==> src/rtl/traffic_pkg.sv <==
// ============================================================================
// Module      : traffic_pkg
// Description : Phase codes, phase type and default timing for the intersection.
// Revision    : 1.0 - initial release
// ============================================================================
`default_nettype none

package traffic_pkg;

  typedef enum logic [2:0] {
    GREEN_A   = 3'd0,
    YELLOW_A  = 3'd1,
    ALLRED_AB = 3'd2,
    GREEN_B   = 3'd3,
    YELLOW_B  = 3'd4,
    ALLRED_BA = 3'd5
  } phase_t;

  localparam int DEF_CLK_DIV   = 50_000_000;
  localparam int DEF_MIN_GREEN = 10;
  localparam int DEF_MAX_GREEN = 40;
  localparam int DEF_YELLOW_T  = 4;
  localparam int DEF_ALLRED_T  = 2;
  localparam int DEF_PED_WALK  = 8;
  localparam int DEF_TW        = 6;

endpackage

`default_nettype wire

==> src/rtl/tick_prescaler.sv <==
// ============================================================================
// Module      : tick_prescaler
// Description : Divides clk by CLK_DIV; tick is high for one cycle at the wrap.
// Revision    : 1.0 - initial release
// ============================================================================
`default_nettype none

module tick_prescaler #(
  parameter int CLK_DIV = 50_000_000
) (
  input  logic clk,
  input  logic reset,
  output logic tick
);

  localparam int CW = (CLK_DIV > 1) ? $clog2(CLK_DIV) : 1;
  localparam logic [CW-1:0] C_LAST = CW'(CLK_DIV - 1);

  logic [CW-1:0] r_cnt;

  assign tick = (r_cnt == C_LAST);

  always_ff @(posedge clk or negedge reset) begin
    if (!reset) begin
      r_cnt <= '0;
    end else if (tick) begin
      r_cnt <= '0;
    end else begin
      r_cnt <= r_cnt + CW'(1);
    end
  end

endmodule

`default_nettype wire

==> src/rtl/traffic_phase_scheduler.sv <==
// ============================================================================
// Module      : traffic_phase_scheduler
// Description : Tick-driven phase sequencer arbitrating streets A/B and pedestrians.
// Revision    : 1.0 - initial release
// ============================================================================
`default_nettype none

module traffic_phase_scheduler
  import traffic_pkg::*;
#(
  parameter int CLK_DIV   = DEF_CLK_DIV,
  parameter int MIN_GREEN = DEF_MIN_GREEN,
  parameter int MAX_GREEN = DEF_MAX_GREEN,
  parameter int YELLOW_T  = DEF_YELLOW_T,
  parameter int ALLRED_T  = DEF_ALLRED_T,
  parameter int PED_WALK  = DEF_PED_WALK,
  parameter int TW        = DEF_TW
) (
  input  logic          clk,
  input  logic          reset,
  input  logic          Sa,
  input  logic          Sb,
  input  logic          Pa_btn,
  input  logic          Pb_btn,
  output logic          step,
  output logic [2:0]    phase,
  output logic          walk_a,
  output logic          walk_b,
  output logic [1:0]    req_pend,
  output logic [TW-1:0] dwell
);

  // Dwell comparisons run one bit wider so dwell+1 never wraps at saturation.
  localparam logic [TW:0]   C_ONE   = (TW+1)'(1);
  localparam logic [TW:0]   C_MIN_G = (TW+1)'(MIN_GREEN);
  localparam logic [TW:0]   C_MAX_G = (TW+1)'(MAX_GREEN);
  localparam logic [TW:0]   C_YEL   = (TW+1)'(YELLOW_T);
  localparam logic [TW:0]   C_ALLR  = (TW+1)'(ALLRED_T);
  localparam logic [TW-1:0] C_WALK  = TW'(PED_WALK);

  logic          tick;
  logic [1:0]    r_sa_sync, r_sb_sync, r_pa_sync, r_pb_sync;
  logic          r_pa_prev, r_pb_prev;
  phase_t        r_phase, w_phase_nx;
  logic [TW-1:0] r_dwell;
  logic          r_step;
  logic [1:0]    r_req;
  logic          r_walk_a_en, r_walk_b_en;
  logic [TW:0]   w_d1;
  logic          w_change, w_enter_ga, w_enter_gb;
  logic          w_sa, w_sb, w_pa_edge, w_pb_edge, w_demand_a, w_demand_b;

  tick_prescaler #(
    .CLK_DIV (CLK_DIV)
  ) u_prescaler (
    .clk   (clk),
    .reset (reset),
    .tick  (tick)
  );

  always_ff @(posedge clk or negedge reset) begin
    if (!reset) begin
      r_sa_sync <= '0;
      r_sb_sync <= '0;
      r_pa_sync <= '0;
      r_pb_sync <= '0;
      r_pa_prev <= 1'b0;
      r_pb_prev <= 1'b0;
    end else begin
      r_sa_sync <= {r_sa_sync[0], Sa};
      r_sb_sync <= {r_sb_sync[0], Sb};
      r_pa_sync <= {r_pa_sync[0], Pa_btn};
      r_pb_sync <= {r_pb_sync[0], Pb_btn};
      r_pa_prev <= r_pa_sync[1];
      r_pb_prev <= r_pb_sync[1];
    end
  end

  assign w_sa       = r_sa_sync[1];
  assign w_sb       = r_sb_sync[1];
  assign w_pa_edge  = r_pa_sync[1] & ~r_pa_prev;
  assign w_pb_edge  = r_pb_sync[1] & ~r_pb_prev;
  // A pedestrian crossing street A is served while A is red, i.e. in GREEN_B.
  assign w_demand_b = w_sb | r_req[0];
  assign w_demand_a = w_sa | r_req[1];
  assign w_d1       = {1'b0, r_dwell} + C_ONE;

  always_comb begin
    w_phase_nx = r_phase;
    case (r_phase)
      GREEN_A: begin
        if (tick && (w_d1 >= C_MIN_G) && w_demand_b && (!w_sa || (w_d1 >= C_MAX_G)))
          w_phase_nx = YELLOW_A;
      end
      YELLOW_A: begin
        if (tick && (w_d1 >= C_YEL)) w_phase_nx = ALLRED_AB;
      end
      ALLRED_AB: begin
        if (tick && (w_d1 >= C_ALLR)) w_phase_nx = GREEN_B;
      end
      GREEN_B: begin
        // A is the rest phase: B also yields at minimum green once its demand is gone.
        if (tick && (w_d1 >= C_MIN_G) &&
            (!w_demand_b || (w_demand_a && (!w_sb || (w_d1 >= C_MAX_G)))))
          w_phase_nx = YELLOW_B;
      end
      YELLOW_B: begin
        if (tick && (w_d1 >= C_YEL)) w_phase_nx = ALLRED_BA;
      end
      ALLRED_BA: begin
        if (tick && (w_d1 >= C_ALLR)) w_phase_nx = GREEN_A;
      end
      default: w_phase_nx = GREEN_A;
    endcase
  end

  assign w_change   = (w_phase_nx != r_phase);
  assign w_enter_ga = w_change && (w_phase_nx == GREEN_A);
  assign w_enter_gb = w_change && (w_phase_nx == GREEN_B);

  always_ff @(posedge clk or negedge reset) begin
    if (!reset) begin
      r_phase <= GREEN_A;
      r_dwell <= '0;
      r_step  <= 1'b0;
    end else if (w_change) begin
      r_phase <= w_phase_nx;
      r_dwell <= '0;
      r_step  <= 1'b1;
    end else begin
      r_step <= 1'b0;
      if (tick && !(&r_dwell)) r_dwell <= r_dwell + TW'(1);
    end
  end

  always_ff @(posedge clk or negedge reset) begin
    if (!reset) begin
      r_req       <= '0;
      r_walk_a_en <= 1'b0;
      r_walk_b_en <= 1'b0;
    end else begin
      r_req[0] <= w_pa_edge | (r_req[0] & ~w_enter_gb);
      r_req[1] <= w_pb_edge | (r_req[1] & ~w_enter_ga);
      if (w_enter_gb) r_walk_a_en <= r_req[0];
      if (w_enter_ga) r_walk_b_en <= r_req[1];
    end
  end

  assign step     = r_step;
  assign phase    = r_phase;
  assign dwell    = r_dwell;
  assign req_pend = r_req;
  assign walk_a   = (r_phase == GREEN_B) && r_walk_a_en && (r_dwell < C_WALK);
  assign walk_b   = (r_phase == GREEN_A) && r_walk_b_en && (r_dwell < C_WALK);

endmodule

`default_nettype wire

==> config.mk <==
export PLATFORM = sky130hd
export DESIGN_NAME = traffic_phase_scheduler
export DESIGN_NICKNAME = d
export VERILOG_FILES = /design/src/rtl/traffic_pkg.sv /design/src/rtl/tick_prescaler.sv /design/src/rtl/traffic_phase_scheduler.sv
export SDC_FILE = /design/constraint.sdc
export NUM_CORES = 1
export LEC_CHECK = 0
export BUFFER_PORTS_ARGS = -buffer_cell sky130_fd_sc_hd__buf_2
export CAP_MARGIN = 20
export CORE_MARGIN = 2
export CORE_UTILIZATION = 35
export DETAILED_ROUTE_END_ITERATION = 12
export PLACE_DENSITY_LB_ADDON = 0.2
export SETUP_SLACK_MARGIN = 0.5
export SYNTH_ARGS = -nofsm -noshare
export SYNTH_HDL_FRONTEND = slang
export SYNTH_HIERARCHICAL = 1
export SYNTH_SLANG_ARGS = --single-unit
==> constraint.sdc <==
create_clock -name clk -period 3.65 [get_ports clk]
set_input_delay 0.9125 -clock clk [delete_from_list [all_inputs] [get_ports clk]]
set_output_delay 0.9125 -clock clk [all_outputs]
set_load 0.005 [all_outputs]
==> key figures <==
Status
  • Status: complete, no violations

Power
  • Flop pwr share: between 50 and 60%
  • Combinational share of power: roughly 1.5%
  • Switching Share: about a fifth
  • Clock share of power: around two fifths
  • P_leak: 1.25 nW
  • Int Pwr: ~770 µW
  • VDD IR max: 0.155 mV
  • Pwr Total: about 970 µW
  • P per Cell Area: 333 mW/mm²
  • P_sw: ~200 µW

CTS
  • # Post-CTS Setup Buffers: 0
  • Total CTS buffers: 5
  • CTS root buf: clkbuf_8
  • CTS tree: yes
  • Clk slew on worst S/H paths: 100 ps
  • Hold buffer count at CTS: 0
  • H-tree Lvls: 2
  • # clock sinks: 50
  • Post_cts resized: 0
  • Worst skew pair latency: roughly 300 ps
  • CTS Buffer Depth: 2

Detailed routing
  • Highest routed layer: met4
  • Met2 Routed Length: 2370 µm
  • DR pass1 iterations: 5
  • Routed Antenna Nets: 0
  • DRT iter0 DRCs: 64
  • WL/cell: 13.6 µm
  • Met3 WL: 204 µm
  • Routed vias: 1942
  • Drt drc: 0
  • M1 WL: roughly 2500 µm
  • Post-Route WL: 5090 µm
  • Vias per inst: just over 5

Timing
  • Final setup fails: 0
  • Max Slew Vio Count: 0
  • Worst-Margin Slew: slightly below 800 ps
  • Post-layout min period: approximately 2800 ps
  • Final Hold Viols: 0
  • Final clock skew: 11.4 ps
  • RSZ-0062 raised after global routing: no
  • Final period util: between 70% and 80%
  • Max_slew headroom: a little under half
  • Sum Neg Setup Slack: 0 ps
  • Highest Clock Rate: around 0.36 GHz

Synthesis
  • Prevailing post-synth register cell: dfrtp_1
  • Main area contributors after synthesis: dfrtp_1, xnor2_1, xor2_1, nor2_1, nand2_1
  • Gate Count Post-Synth: roughly 250
  • Synthesized Nets: roughly 260
  • Synthesized area per cell: ~10 µm²
  • Ys async rst share: 100%
  • Flops & latches, synth: 50
  • Cell variety after synth: between 50 and 60
  • Area fraction of the dominant cell type after synthesis: approximately 48%
  • Post-synth EDFFs: 0
  • Sequential-to-total area share from yosys stat: between 40% and 50%
  • Syn Std Cell Area: approximately 0.0026 mm²
  • Yosys top cell by area: dfrtp_1
  • Total number of yosys warnings: 6

Place
  • Port Buf Inserts: 19
  • RePlAce Congestion: around 0.8
  • Placed cell area: about 0.0028 mm²
  • Placed Cells incl. Taps: about 370
  • HPWL Detailed: 3600 µm

Critical path
  • Critical path buffers and inverters: 0
  • Critical Path AT: around 3000 ps
  • Critical path peak fanout: 14
  • Critical Path Slowest Stage Cell: nor4_4
  • Worst-path cell chain: and4_1, nand2_1, nor4_4, o21ai_0, nor2_1, and2_1, xnor2_1, nor3_1
  • Element type at the critical path end: register
  • CP Class: register to register
  • Critical Path Source Type: register
  • CP peak stage delay: between 700 and 800 ps
  • CP required: 3830 ps
  • Kind of cell adding the most delay to the critical path: simple AND/OR/NAND/NOR gates

Layout
  • Post-layout net count: around 290
  • Fin area: about 0.0029 mm²
  • Commonest non-fill, non-tap cell in the layout: dfrtp_1
  • P&R area growth vs syn: 11.7%
  • Fill cells: 750
  • Diode count: 0
  • Most frequent cells in the layout: dfrtp_1, nor2_1, buf_2, nand2_1, inv_1
  • Finished Layout Cells: 375
  • Fraction of layout cells with a size suffix above 1: 18.5%

Floorplan
  • Core area: 0.00721 mm²
  • Die footprint: roughly 0.0082 mm²
  • Die height: roughly 90 µm
  • # IOs: 20
  • Initial core utilization: between 30 and 40%
  • Num rows: 31
  • Chip Width: around 90 µm

GRT
  • Initial antenna violation count: 0
  • Largest net degree at the start of global routing: between 50 and 60
  • First-pass GRT wire length: 8700 µm
  • Vias in the first global route: approximately 1700
  • GR Util All Layers: between 10% and 20%
  • GRT overflow: 0

Run
  • Max-cap violations: 0

Hold path
  • Worst hold path class: register to register
-- synthesized netlist by cell type, types with 3 or more instances --
| cell | n |
|---|---|
| xnor2_1 | 13 |
| mux2_2 | 3 |
| nand3_1 | 11 |
| or3_1 | 7 |
| nand4_1 | 9 |
| nor4_1 | 4 |
| ha_1 | 4 |
| nor3_1 | 10 |
| dfrtp_1 | 50 |
| nand2_1 | 18 |
| or4_1 | 3 |
| inv_1 | 14 |
| and3_1 | 5 |
| o21ai_0 | 10 |
| nand3b_1 | 3 |
| a31oi_1 | 3 |
| xor2_1 | 9 |
| a21oi_1 | 10 |
| nor2_1 | 20 |
| buf_2 | 3 |
| and4_1 | 5 |
-- flip-flops by register name (all words and copies together) (netlist names) --
register           count
r_walk_a_en            1
u_prescaler/r_cnt     26
dwell                  6
r_pb_prev              1
phase                  3
r_pa_prev              1
step                   1
r_pa_sync              2
r_sb_sync              2
req_pend               2
r_walk_b_en            1
r_pb_sync              2
r_sa_sync              2
-- worst reg2reg max path, stage by stage (launching register included) --
cell,delay (ps)
dfrtp_1,470
and4_1,270
nand2_1,130
nor4_4,750
o21ai_0,440
nor2_1,250
and2_1,170
xnor2_1,110
nor3_1,60
-- path summary, 6_finish.rpt --
check	endpoint	startpoint	slack [ps]	cells after the start
max in group asynchronous	u_prescaler/r_cnt[0]	reset	2510	2
min	r_pb_sync[1]	r_pb_sync[0]	350	0
min in group asynchronous	phase[2]	reset	710	2
max	dwell[5]	u_prescaler/r_cnt[2]	880	8
max reg2reg	dwell[5]	u_prescaler/r_cnt[2]	880	8
min reg2reg	r_pb_sync[1]	r_pb_sync[0]	350	0
-- kinds of logic (layout without fill, tap and decap cells) --
family / after synthesis / in the layout / synth area share (%)
adders and majority gates: 4 / 4 / 1.92
buffers and inverters: 21 / 43 / 3.60
muxes: 3 / 3 / 1.30
xor gates and xnor gates: 22 / 22 / 7.39
and+or+nand+nor: 113 / 113 / 25.5
DFF: 50 / 50 / 48.0
AOI/OAI and AO/OA: 41 / 41 / 12.3
-- metrics by stage --
step	hold slack, ps	util [%]	setup slack (ps)
3_5_place_dp	336	38.8	871
4_1_cts	359	40.4	854
6_report	354	40.4	880
2_1_floorplan	331	-	1200
5_1_grt	370	40.4	565
3_3_place_gp	332	38.8	938
-- per-layer routing --
metal	global-route usage, %	up-vias
met2	19.8	36
met5	0	-
met1	18.9	936
met3	2.92	4
met4	3.97	0
li1	-	966
-- power by group through the flow --
stage               clock [mW]  combinational (mW)  sequential [mW]
floorplan                    0             0.00103            0.572
global placement             0              0.0161            0.572
detailed placement           0              0.0162            0.572
CTS                      0.412              0.0163            0.561
global route             0.434              0.0180            0.562
finish                   0.394              0.0148            0.561
-- layout make-up --
class	count	area, µm²	share of cell area (%)
inverter	14	52.6	1.80
multi-input combinational	183	1260	43.3
clock buffer	5	68.8	2.36
tap	99	124	4.25
clock inverter	3	43.8	1.50
timing repair buffer	21	110	3.78
sequential	50	1250	43.0
Note: power is estimated with default switching activity, not from simulation.
